$ cat config.mk
export PLATFORM = sky130hd
export DESIGN_NAME = adc_multi_ch_sampler_flat
export DESIGN_NICKNAME = d
export VERILOG_FILES = /design/src/rtl/adc_multi_ch_sampler_if.sv /design/src/rtl/adc_multi_ch_sampler.sv /design/src/flat_wrapper.sv
export SDC_FILE = /design/constraint.sdc
export NUM_CORES = 1
export LEC_CHECK = 0
export CAP_MARGIN = 0
export CORE_UTILIZATION = 44
export CTS_CLUSTER_DIAMETER = 100
export DETAILED_ROUTE_END_ITERATION = 7
export GPL_TIMING_DRIVEN = 0
export PLACE_DENSITY = 0.76
export SLEW_MARGIN = 20
export SYNTH_ARGS = -nofsm -noshare
export SYNTH_HDL_FRONTEND = slang
export SYNTH_SLANG_ARGS = --single-unit
$ cat constraint.sdc
create_clock -name clk -period 2.1 [get_ports clk]
set_input_delay 0.42 -clock clk [delete_from_list [all_inputs] [get_ports clk]]
set_output_delay 0.42 -clock clk [all_outputs]
set_load 0.03 [all_outputs]
$ cat src/rtl/adc_multi_ch_sampler_if.sv
// adc_multi_ch_sampler_if: bundle of the XADC DRP handshake, the sample strobe
// and the result read port used by adc_multi_ch_sampler.
// master = the sampler itself, slave = the XADC / consumer side.
interface adc_multi_ch_sampler_if #(
    parameter int RES_BITS = 12
);
    logic                eoc_in;
    logic [4:0]          channel_in;
    logic                drdy_in;
    logic [15:0]         do_in;
    logic                den_out;
    logic [6:0]          daddr_out;
    logic                sample_valid;
    logic [2:0]          sample_ch;
    logic [RES_BITS-1:0] sample_val;
    logic [2:0]          rd_sel;
    logic [RES_BITS-1:0] rd_data;
    logic [7:0]          overrun_cnt;
    logic                err_timeout;

    modport master (
        input  eoc_in, channel_in, drdy_in, do_in, rd_sel,
        output den_out, daddr_out, sample_valid, sample_ch, sample_val,
               rd_data, overrun_cnt, err_timeout
    );

    modport slave (
        output eoc_in, channel_in, drdy_in, do_in, rd_sel,
        input  den_out, daddr_out, sample_valid, sample_ch, sample_val,
               rd_data, overrun_cnt, err_timeout
    );
endinterface

$ cat src/rtl/adc_multi_ch_sampler.sv
// adc_multi_ch_sampler: multi-channel DRP reader for the XADC continuous
// sequencer. Each valid EOC triggers one DRP read; the result lands in a
// per-channel register. Define ADC_AVG_EN to average 2^AVG_LOG2 samples per
// published result (intermediate reads accumulate silently).
module adc_multi_ch_sampler #(
    parameter int         NUM_CH       = 2,
    parameter logic [4:0] CH_BASE      = 5'h16,
    parameter int         RES_BITS     = 12,
    parameter int         AVG_LOG2     = 3,
    parameter int         DRDY_TIMEOUT = 15
) (
    input  logic                   clk,
    input  logic                   reset_p,
    adc_multi_ch_sampler_if.master bus
);
    localparam int         TO_W     = $clog2(DRDY_TIMEOUT + 1);
    localparam logic [4:0] NUM_CH_W = 5'(NUM_CH);

    typedef enum logic [1:0] {
        S_IDLE,
        S_REQ,
        S_WAIT,
        S_STORE
    } state_t;

    state_t              r_state;
    state_t              w_nextState;
    logic                r_eoc;
    logic [4:0]          w_chOffset;
    logic                w_inRange;
    logic                w_validEdge;
    logic                w_den;
    logic                w_drdyHit;
    logic                w_timeout;
    logic [2:0]          r_idx;
    logic [6:0]          r_daddr;
    logic [TO_W-1:0]     r_waitCnt;
    logic [7:0]          r_overrun;
    logic                r_errTimeout;
    logic [RES_BITS-1:0] w_capture;
    logic [RES_BITS-1:0] r_result [NUM_CH];
    logic                r_sampleValid;
    logic [2:0]          r_sampleCh;
    logic [RES_BITS-1:0] r_sampleVal;
    logic [RES_BITS-1:0] w_rdData;
    logic                w_unusedBits;

    assign w_chOffset  = bus.channel_in - CH_BASE;
    assign w_inRange   = (bus.channel_in >= CH_BASE) && (w_chOffset < NUM_CH_W);
    assign w_validEdge = bus.eoc_in && !r_eoc && w_inRange;
    assign w_drdyHit   = (r_state == S_WAIT) && bus.drdy_in;
    assign w_timeout   = (r_state == S_WAIT) && !bus.drdy_in &&
                         (r_waitCnt == TO_W'(DRDY_TIMEOUT - 1));
    assign w_capture   = bus.do_in[15 -: RES_BITS];
    // Low do_in bits below the result width are deliberately discarded.
    assign w_unusedBits = ^{bus.do_in, 1'(AVG_LOG2)};

    // FSM state register; reset abandons any pending DRP read immediately.
    always_ff @(posedge clk or posedge reset_p) begin
        if (reset_p) r_state <= S_IDLE;
        else         r_state <= w_nextState;
    end

    // Next-state logic and the one-cycle DRP enable in REQ.
    always_comb begin
        w_nextState = r_state;
        w_den       = 1'b0;
        case (r_state)
            S_IDLE: begin
                if (w_validEdge) w_nextState = S_REQ;
            end
            S_REQ: begin
                w_den       = 1'b1;
                w_nextState = S_WAIT;
            end
            S_WAIT: begin
                if (bus.drdy_in)    w_nextState = S_STORE;
                else if (w_timeout) w_nextState = S_IDLE;
            end
            S_STORE: begin
                w_nextState = S_IDLE;
            end
            default: w_nextState = S_IDLE;
        endcase
    end

    // EOC edge history, channel latch and DRP address held until the next REQ.
    always_ff @(posedge clk or posedge reset_p) begin
        if (reset_p) begin
            r_eoc   <= 1'b0;
            r_idx   <= 3'd0;
            r_daddr <= 7'd0;
        end else begin
            r_eoc <= bus.eoc_in;
            if (r_state == S_IDLE && w_validEdge) begin
                r_idx   <= w_chOffset[2:0];
                r_daddr <= {2'b00, bus.channel_in};
            end
        end
    end

    // DRDY wait counter, sticky timeout flag and saturating overrun count.
    always_ff @(posedge clk or posedge reset_p) begin
        if (reset_p) begin
            r_waitCnt    <= '0;
            r_errTimeout <= 1'b0;
            r_overrun    <= 8'd0;
        end else begin
            if (r_state == S_REQ)       r_waitCnt <= '0;
            else if (r_state == S_WAIT) r_waitCnt <= r_waitCnt + TO_W'(1);
            if (w_timeout) r_errTimeout <= 1'b1;
            if (w_validEdge && r_state != S_IDLE && r_overrun != 8'hFF)
                r_overrun <= r_overrun + 8'd1;
        end
    end

`ifdef ADC_AVG_EN
    localparam int ACC_W = RES_BITS + AVG_LOG2;

    logic [ACC_W-1:0]    r_acc    [NUM_CH];
    logic [AVG_LOG2-1:0] r_avgCnt [NUM_CH];
    logic [ACC_W-1:0]    w_accSel;
    logic [AVG_LOG2-1:0] w_cntSel;
    logic [ACC_W-1:0]    w_sum;
    logic [RES_BITS-1:0] w_avg;
    logic                w_avgDone;

    // Running sum for the channel being read; done on its last sample.
    always_comb begin
        w_accSel = '0;
        w_cntSel = '0;
        for (int i = 0; i < NUM_CH; i++) begin
            if (r_idx == 3'(i)) begin
                w_accSel = r_acc[i];
                w_cntSel = r_avgCnt[i];
            end
        end
        w_sum     = w_accSel + ACC_W'(w_capture);
        w_avg     = RES_BITS'(w_sum >> AVG_LOG2);
        w_avgDone = (w_cntSel == '1);
    end

    // Accumulate each capture; publish the truncated mean on the last one.
    always_ff @(posedge clk or posedge reset_p) begin
        if (reset_p) begin
            for (int i = 0; i < NUM_CH; i++) begin
                r_acc[i]    <= '0;
                r_avgCnt[i] <= '0;
                r_result[i] <= '0;
            end
            r_sampleValid <= 1'b0;
            r_sampleCh    <= 3'd0;
            r_sampleVal   <= '0;
        end else begin
            r_sampleValid <= 1'b0;
            for (int i = 0; i < NUM_CH; i++) begin
                if (w_drdyHit && r_idx == 3'(i)) begin
                    if (w_avgDone) begin
                        r_result[i]   <= w_avg;
                        r_acc[i]      <= '0;
                        r_avgCnt[i]   <= '0;
                        r_sampleValid <= 1'b1;
                        r_sampleCh    <= r_idx;
                        r_sampleVal   <= w_avg;
                    end else begin
                        r_acc[i]    <= w_sum;
                        r_avgCnt[i] <= r_avgCnt[i] + AVG_LOG2'(1);
                    end
                end
            end
        end
    end
`else
    // Every capture is published raw; the strobe is high during STORE.
    always_ff @(posedge clk or posedge reset_p) begin
        if (reset_p) begin
            for (int i = 0; i < NUM_CH; i++) r_result[i] <= '0;
            r_sampleValid <= 1'b0;
            r_sampleCh    <= 3'd0;
            r_sampleVal   <= '0;
        end else begin
            r_sampleValid <= 1'b0;
            for (int i = 0; i < NUM_CH; i++) begin
                if (w_drdyHit && r_idx == 3'(i)) begin
                    r_result[i]   <= w_capture;
                    r_sampleValid <= 1'b1;
                    r_sampleCh    <= r_idx;
                    r_sampleVal   <= w_capture;
                end
            end
        end
    end
`endif

    // Read-port mux; selects beyond the configured channels read as zero.
    always_comb begin
        w_rdData = '0;
        for (int i = 0; i < NUM_CH; i++) begin
            if (bus.rd_sel == 3'(i)) w_rdData = r_result[i];
        end
    end

    assign bus.den_out      = w_den;
    assign bus.daddr_out    = r_daddr;
    assign bus.sample_valid = r_sampleValid;
    assign bus.sample_ch    = r_sampleCh;
    assign bus.sample_val   = r_sampleVal;
    assign bus.rd_data      = w_rdData;
    assign bus.overrun_cnt  = r_overrun;
    assign bus.err_timeout  = r_errTimeout;
endmodule

$ cat src/flat_wrapper.sv
// flat-port wrapper written by rule: the top's interface ports become plain ports
module adc_multi_ch_sampler_flat 
#(
    parameter int         NUM_CH       = 2,
    parameter logic [4:0] CH_BASE      = 5'h16,
    parameter int         RES_BITS     = 12,
    parameter int         AVG_LOG2     = 3,
    parameter int         DRDY_TIMEOUT = 15
)
  (clk, reset_p, bus_eoc_in, bus_channel_in, bus_drdy_in, bus_do_in, bus_rd_sel, bus_den_out, bus_daddr_out, bus_sample_valid, bus_sample_ch, bus_sample_val, bus_rd_data, bus_overrun_cnt, bus_err_timeout);
  adc_multi_ch_sampler_if #(.RES_BITS(RES_BITS)) bus_i ();
  input  logic clk;
  input  logic reset_p;
  input wire logic [$bits(bus_i.eoc_in)-1:0] bus_eoc_in;
  input wire logic [$bits(bus_i.channel_in)-1:0] bus_channel_in;
  input wire logic [$bits(bus_i.drdy_in)-1:0] bus_drdy_in;
  input wire logic [$bits(bus_i.do_in)-1:0] bus_do_in;
  input wire logic [$bits(bus_i.rd_sel)-1:0] bus_rd_sel;
  output wire logic [$bits(bus_i.den_out)-1:0] bus_den_out;
  output wire logic [$bits(bus_i.daddr_out)-1:0] bus_daddr_out;
  output wire logic [$bits(bus_i.sample_valid)-1:0] bus_sample_valid;
  output wire logic [$bits(bus_i.sample_ch)-1:0] bus_sample_ch;
  output wire logic [$bits(bus_i.sample_val)-1:0] bus_sample_val;
  output wire logic [$bits(bus_i.rd_data)-1:0] bus_rd_data;
  output wire logic [$bits(bus_i.overrun_cnt)-1:0] bus_overrun_cnt;
  output wire logic [$bits(bus_i.err_timeout)-1:0] bus_err_timeout;
  assign bus_i.eoc_in = bus_eoc_in;
  assign bus_i.channel_in = bus_channel_in;
  assign bus_i.drdy_in = bus_drdy_in;
  assign bus_i.do_in = bus_do_in;
  assign bus_i.rd_sel = bus_rd_sel;
  assign bus_den_out = bus_i.den_out;
  assign bus_daddr_out = bus_i.daddr_out;
  assign bus_sample_valid = bus_i.sample_valid;
  assign bus_sample_ch = bus_i.sample_ch;
  assign bus_sample_val = bus_i.sample_val;
  assign bus_rd_data = bus_i.rd_data;
  assign bus_overrun_cnt = bus_i.overrun_cnt;
  assign bus_err_timeout = bus_i.err_timeout;
  adc_multi_ch_sampler #(.NUM_CH(NUM_CH), .CH_BASE(CH_BASE), .RES_BITS(RES_BITS), .AVG_LOG2(AVG_LOG2), .DRDY_TIMEOUT(DRDY_TIMEOUT)) u_core (.clk(clk), .reset_p(reset_p), .bus(bus_i));
endmodule
==> results.md, run 1 <==
Status:
- The run finished with clean final reports.

Die:
- The floorplan die area is 6750 µm².
- The starting density of the core is 0.467.
- The chip width is 82.2 µm.
- The placeable core area is 6060 µm².
- The die is 82.2 µm tall.
- The I/O pin count is 73.
- The number of placement rows is 28.

Worst setup path:
- STA classifies the critical path endpoint as an output port.
- At the worst endpoint, the required time is 1680 ps.
- The maximum fanout along the worst path is 4.
- In this run the worst setup path begins at u_core.r_idx[0].
- The path type of the worst setup path is flop to output port.
- In this run the critical register-to-register path is launched from u_core.r_state[0].
- Walking the worst path, the cells encountered are buf_4, clkdlybuf4s50_1.
- Among cell families on the critical path, the largest total delay comes from buffers and inverters.
- The arrival time at the worst endpoint is 1640 ps.
- The number of cells on the worst reg-to-reg path is 6.
- The kind of launch point of the worst setup path is a flop.
- The largest incremental delay on the critical path is 680 ps.
- The cell with the biggest individual delay on the critical path is clkdlybuf4s50_1.
- In this run the number of cells on the critical path is 2.
- The critical path buffer and inverter count is 2.

STA:
- The clock period could shrink to 2060 ps.
- The worst-case clock skew is 9.57 ps.
- In the post-route analysis, the smallest setup slack over all paths is 41.1 ps.
- The final max-slew violation count is 0.
- Static timing analysis puts the maximum clock frequency at 486 MHz.
- Setup repair after global routing left no endpoint under its margin.
- In the finished design, the share of the clock period the worst path needs comes to 0.980.
- Setup violations remaining at the end of the flow were counted as 0.
- The count of endpoints failing hold in the final timing report is 0.
- On the final layout, the worst hold slack is 411 ps.

Power:
- After layout, the design draws a total of 4590 µW.
- Of the total power, the clock network draws 0.257.
- The leakage power total is 0.00183 µW.
- Across the VDD grid, the largest voltage drop is 0.683 mV.
- Of the total power, registers draw 0.387.
- The share of total power dissipated in combinational logic is 0.356.
- The internal power of the cells totals 3110 µW.
- Summed over all nets, the switching power comes to 1480 µW.
- The total power divided by cell area is 1190 nW/µm².
- The switching power as a share of total power is 0.323.

Worst hold path:
- The worst min-delay path category is primary input to async pin.

CTS:
- TritonCTS built the clock tree.
- The clock slew seen by the registers of the worst setup and hold paths is 70 ps.
- The clock insertion delay at the later pin of the skew report is 340 ps.
- Counting along the longest clock path gives a buffer depth of 2.
- The clock drives 63 sinks.
- Counting the buffers created by CTS gives 9.
- The number of H-tree branching levels is 3.
- Clock tree synthesis selected as its root buffer the cell clkbuf_8.

Run:
- The reported max-cap violation count is 0.

Global route:
- The global-route usage over all layers is 0.171.
- Summed over all layers, the global routing overflow is 0.
- The first-pass GRT wire length is 8460 µm.
- The via count of the first global-routing pass came to 1809.
- The initial antenna violation count came to 0.
- Entering global routing, the biggest net connects 41 pins.

Placement:
- The congestion estimate from routability-driven global placement came to 0.793.
- The detailed placer's ending HPWL is 3650 µm.
- The placed standard-cell area is 3610 µm².
- Buffers placed on the I/O ports in this run total 66.
- Timing analysis after detailed placement gives a worst setup slack of -606 ps.

Routing:
- The number of routed nets with antenna violations is 0.
- Summed over all layers, the routed wires come to 5200 µm.
- The per-cell via count in the routed design is 4.99.
- The number of violations reported at the end of detailed-routing iteration 0 is 69.
- After detailed routing, the number of remaining DRC violations is 0.
- In the final routed layout, each cell accounts on average for 14.0 µm.
- The routed via count is 1851.
- The number of detailed-route iterations in the first pass is 4.

Finish:
- Leaving out fill and tap cells, the most frequent cell in the layout is dfrtp_1.
- The final-layout fill cell count is 488.
- After routing the design area is 3840 µm².
- The number of antenna diodes in the final layout is 0.
- The final core utilization is 0.634.
- The count of nets after finishing is 327.
- In the layout the commonest cells are dfrtp_1, clkdlybuf4s50_1, mux2_2.
- The fraction of layout cells with a size suffix above 1 is 0.294.
- The area growth from synthesis to layout is 35.8%.

Synthesis:
- The post-synthesis instance area is 2830 µm².
- Synthesis produced a netlist whose cell count is 210.
- The post-synthesis area per instance is 13.5 µm².
- The number of enable-type register cells in the synthesized netlist is 0.
- Counting distinct cell types in the post-synthesis netlist gives 38.
- The main flop type after synthesis is dfrtp_1.
- The sequential share of the synthesized area is 0.558.
- After synthesis the netlist holds a flip-flop and latch count of 63.
- In the synthesized netlist the async set-or-reset flop fraction comes to 1.00.
- The number of synthesis warnings is 0.
-- power by group through the flow --
stage	Clock, µW	Sequential, µW	Combinational [µW]
detailed placement	0	1800	1640
global route	1250	1820	1780
finish	1180	1770	1640
floorplan	0	2050	805
CTS	1200	1780	1630
global placement	0	1780	1590
-- per-stage QoR --
| stage | std cells | TNS, ps |
|---|---|---|
| 5_1_grt | 371 | 0 |
| 3_3_place_gp | 352 | -71450 |
| 6_report | 371 | 0 |
| 3_5_place_dp | 353 | -9560 |
| 2_1_floorplan | 211 | 0 |
| 4_1_cts | 369 | -117 |
-- cells by family after synthesis --
kind of cell               Yosys count  synth area share
AOI/OAI and AO/OA                   16            0.0358
xor gates and xnor gates             6            0.0186
adders and majority gates            8            0.0354
buffers and inverters               14            0.0274
DFF                                 63             0.558
muxes                               52             0.213
other                                1           0.00133
and+or+nand+nor                     50             0.111
-- synth_stat cells (4+ instances only) --
master	number	share of area
a31oi_1	4	0.0088
buf_4	4	0.011
dfrtp_1	63	0.56
ha_1	8	0.035
inv_1	6	0.0080
mux2_2	30	0.12
mux2_4	9	0.048
mux2i_1	13	0.046
nand2b_1	7	0.015
nand3_1	5	0.0088
nor2_1	13	0.017
o21ai_0	5	0.0088
xnor2_1	5	0.015
-- final timing paths --
kind / endpoint / slack [ps]
min in group clk: u_core.bus.daddr_out[1] / 470
hold reg to reg: u_core.bus.daddr_out[1] / 470
max in group asynchronous: u_core.bus.sample_val[8] / 1190
hold / removal: u_core.bus.daddr_out[4] / 410
setup reg to reg: u_core.bus.sample_val[3] / 220
setup / recovery: bus_daddr_out[0] / 40
-- repair_timing --
action                                  CTS  global route
endpoints found under the setup margin   13            37
buffers inserted                          0             2
hold buffers                              0             0
gates resized for setup                  56            30
cloned                                    0             0
pin swaps                                 0             1
-- registers in the layout, indices dropped and copies added (netlist names), 2 cells and up --
signal and cells:
u_core.r_result 24, u_core.bus.sample_val 12, u_core.bus.overrun_cnt 8, u_core.r_state 2
u_core.r_waitCnt 4, u_core.r_idx 3, u_core.bus.sample_ch 3, u_core.bus.daddr_out 4
-- area by class of cell --
cell class / count / area, µm² / area share
clock buffers: 13 / 159 / 0.0414
clock inverters: 3 / 65.1 / 0.0169
well taps: 75 / 93.8 / 0.0244
flip-flops and latches: 63 / 1580 / 0.410
repair buffers: 69 / 659 / 0.172
inverters: 6 / 25.0 / 0.00651
plain buffers: 8 / 71.3 / 0.0186
multi-input cells: 134 / 1190 / 0.310
-- routing by layer --
metal | vias to the layer above | GRT usage | wire length [µm]
met1 | 890 | 0.223 | 2400
met2 | 51 | 0.262 | 2410
met5 | - | 0 | 0
li1 | 899 | - | -
met3 | 11 | 0.0473 | 287
met4 | 0 | 0.0860 | 100
-- worst register-to-register path, delay by kind of cell (launching register included) --
family | cells | cell delay, ps
flip-flops | 1 | 420
AND/OR/NAND/NOR | 2 | 410
buffers and inverters | 2 | 360
multiplexers | 1 | 350
adder cells (fa/ha/maj) | 1 | 220
Note: power is estimated with default switching activity, not from simulation.
==> run 2: changes to the inputs <==
--- a/config.mk
+++ b/config.mk
@@ -6,11 +6,10 @@
 export NUM_CORES = 1
 export LEC_CHECK = 0
 export CAP_MARGIN = 0
-export CORE_UTILIZATION = 44
+export CORE_UTILIZATION = 35
 export CTS_CLUSTER_DIAMETER = 100
 export DETAILED_ROUTE_END_ITERATION = 7
 export GPL_TIMING_DRIVEN = 0
-export PLACE_DENSITY = 0.76
 export SLEW_MARGIN = 20
 export SYNTH_ARGS = -nofsm -noshare
 export SYNTH_HDL_FRONTEND = slang
==> run 2 against run 1 <==
Critical path depth rose by 2. Flip-flop and latch count did not move. Register-to-register slack barely moved. Non-clock buffer count rose by 1. Largest power group unchanged.
==> results.md, run 2 (same netlist as run 1, synthesis figures left out) <==
Status:
- The flow ran to the end, and the final reports show no timing, DRC or antenna violations.

CTS:
- The TritonCTS buffer count is 9.
- The number of H-tree branching levels is 3.
- The CTS tree is done.
- The cell sitting at the root of the clock tree is a clkbuf_8.
- The clock passes through at most 2 buffers.
- The clock net in this run drives a total of 63 sinks.
- After clock tree synthesis, the clock-pin slew on the worst setup and hold paths is 70 ps.
- The clock insertion delay at the later pin of the skew report is 330 ps.

Routing:
- The pre-antenna-repair detailed-routing pass consisted of 4 iterations.
- The number of violations reported at the end of detailed-routing iteration 0 is 65.
- The per-cell via count in the routed design is 4.70.
- Once detail routing completed, the nets flagged for antenna violations numbered 0.
- After detailed routing, the average wire length per cell comes to 13.8 µm.
- The post-detailed-routing wire length is 5510 µm.
- The detailed router placed 1870 vias in this run.
- In the routed design, unresolved DRC markers number 0.

Finish:
- The register cell area after layout is 1580 µm².
- Compared with the post-synthesis result, the final layout area differs by 37.4%.
- The total area of multi-input combinational cells is 1190 µm².
- The count of nets after finishing is 328.
- The library cells used most frequently in the layout, excluding fill and tap cells, are dfrtp_1, clkdlybuf4s50_1, mux2_2.
- The top register by number of flip-flops is u_core.r_result.
- The register with the most flip-flops in the layout has 24 of them.
- The library cell used most frequently in the layout, excluding fill and tap cells, is dfrtp_1.
- The total inserted antenna cells is 0.
- The final-layout fill cell count is 718.
- The fraction of layout cells with a size suffix above 1 is 0.297.
- Summing all non-filler instances in the final layout gives an area of 3880 µm².

Global route:
- The initial antenna violation count came to 0.
- After global routing the overflow that remains totals 0.
- The global-route usage over all layers is 0.136.
- The via count of the first global-routing pass came to 1851.
- Entering global routing, the biggest net connects 52 pins.
- The first global-routing pass estimated 8960 µm of wire.

Worst setup path:
- The startpoint of the worst-slack reg-to-reg timing path is u_core.r_state[0].
- At the worst endpoint, the required time is 1680 ps.
- The arrival time at the worst endpoint is 1620 ps.
- The nature of the critical path endpoint is an output port.
- Setup slack on the worst reg-to-reg path comes out at 230 ps.
- The setup path with the least slack is of type primary input to output port.
- The capture point of the worst reg-to-reg path is u_core.bus.sample_val[2].
- For the worst flop-to-flop path, the logic depth is 6.
- The kind of launch point of the worst setup path is a primary input.
- Along the worst path, the maximum fanout reaches 3.

Die:
- The chip width is 91.9 µm.
- The floorplan die area is 8440 µm².
- The I/O pin count is 73.
- The initial utilization of the core area, before any placement, comes to 0.364.
- The die boundary height is 91.9 µm.
- The placeable core area is 7770 µm².
- The number of placement rows is 32.

Run:
- The reported max-cap violation count is 0.

STA:
- The count of endpoints failing hold in the final timing report is 0.
- Clock skew on the completed layout was measured at 7.37 ps.
- Based on the critical path, the design can be clocked at up to 491 MHz.
- Subtracting the final worst setup slack from the clock period gives 2040 ps.
- The final max-slew violation count is 0.
- Setup repair after global routing left no endpoint under its margin.
- The setup-violating endpoint count in the final report is 0.
- The final-layout setup total negative slack is 0 ps.
- Of the available clock period, the critical path in the final layout requires 0.971.
- Across all hold checks on the routed design, the worst slack comes to 359 ps.

Power:
- In this run the power density over the cells is 1170 nW/µm².
- The leakage power total is 0.00184 µW.
- The worst-case IR drop observed on VDD is 0.667 mV.

Placement:
- Once detailed placement completed, the half-perimeter wirelength came to 3770 µm.
- After detailed placement, the total cell area comes to 3650 µm².
- The routability congestion estimate is 0.693.
- Port buffering added 66 buffers.

Worst hold path:
- In this run the worst hold path is classified as primary input to async pin.
-- run 2: timing repair --
action,in CTS,in global routing
endpoints found under the setup margin,13,37
pin swaps,0,1
setup buffers,0,2
gates resized for setup,62,18
cloned,0,1
hold buffers,0,0
-- run 2: area by class of cell --
type | count | area share
tap | 102 | 0.0329
clock inverter | 2 | 0.00966
sequential | 63 | 0.406
multi-input combinational | 134 | 0.307
inverter | 6 | 0.00644
clock buffer | 13 | 0.0461
timing repair buffer | 70 | 0.174
buffer | 8 | 0.0184
-- run 2: power by group --
| part | internal (µW) | switching, µW |
|---|---|---|
| Clock | 672 | 453 |
| Sequential | 1580 | 200 |
| Combinational | 796 | 831 |
| Total | 3040 | 1480 |
-- run 2: layer usage --
| layer | up-vias | routed length (µm) | track usage |
|---|---|---|---|
| li1 | 895 | - | - |
| met1 | 920 | 2760 | 0.183 |
| met2 | 49 | 2430 | 0.206 |
| met4 | 0 | 54 | 0.0547 |
| met5 | - | 0 | 0 |
| met3 | 6 | 266 | 0.0365 |
-- run 2: worst max path at each step --
| stage | start | to | slack, ps |
|---|---|---|---|
| 6_report | bus_rd_sel[2] | bus_rd_data[0] | 60 |
| 5_1_grt | bus_rd_sel[2] | bus_rd_data[0] | 9 |
| 4_1_cts | bus_rd_sel[2] | bus_rd_data[9] | 2 |
| 3_5_place_dp | bus_rd_sel[2] | bus_rd_data[10] | -640 |
| 3_3_place_gp | reset_p | u_core.bus.sample_val[6] | -1140 |
| 2_1_floorplan | reset_p | u_core.bus.daddr_out[1] | 110 |
-- run 2: critical path, stage by stage --
cell and delay, ps:
clkdlybuf4s50_1 390, or2_2 330, nor2_1 110, clkdlybuf4s15_1 370
-- run 2: per-stage QoR --
stage | power, µW | setup slack, ps | instances | util
floorplan | 2860 | 110 | 211 | -
global placement | 3400 | -1140 | 379 | 0.466
detailed placement | 3440 | -635 | 380 | 0.470
CTS | 4560 | 2.26 | 395 | 0.494
global route | 4790 | 9.27 | 398 | 0.500
finish | 4530 | 61.9 | 398 | 0.500
==> run 3: changes to the inputs <==
--- a/config.mk
+++ b/config.mk
@@ -6,10 +6,11 @@
 export NUM_CORES = 1
 export LEC_CHECK = 0
 export CAP_MARGIN = 0
-export CORE_UTILIZATION = 35
+export CORE_UTILIZATION = 44
 export CTS_CLUSTER_DIAMETER = 100
 export DETAILED_ROUTE_END_ITERATION = 7
 export GPL_TIMING_DRIVEN = 0
+export PLACE_DENSITY = 0.76
 export SLEW_MARGIN = 20
 export SYNTH_ARGS = -nofsm -noshare
 export SYNTH_HDL_FRONTEND = slang
==> results of run 3 <==
No change in the layout: final DEF, timing and power equal those of run 1.
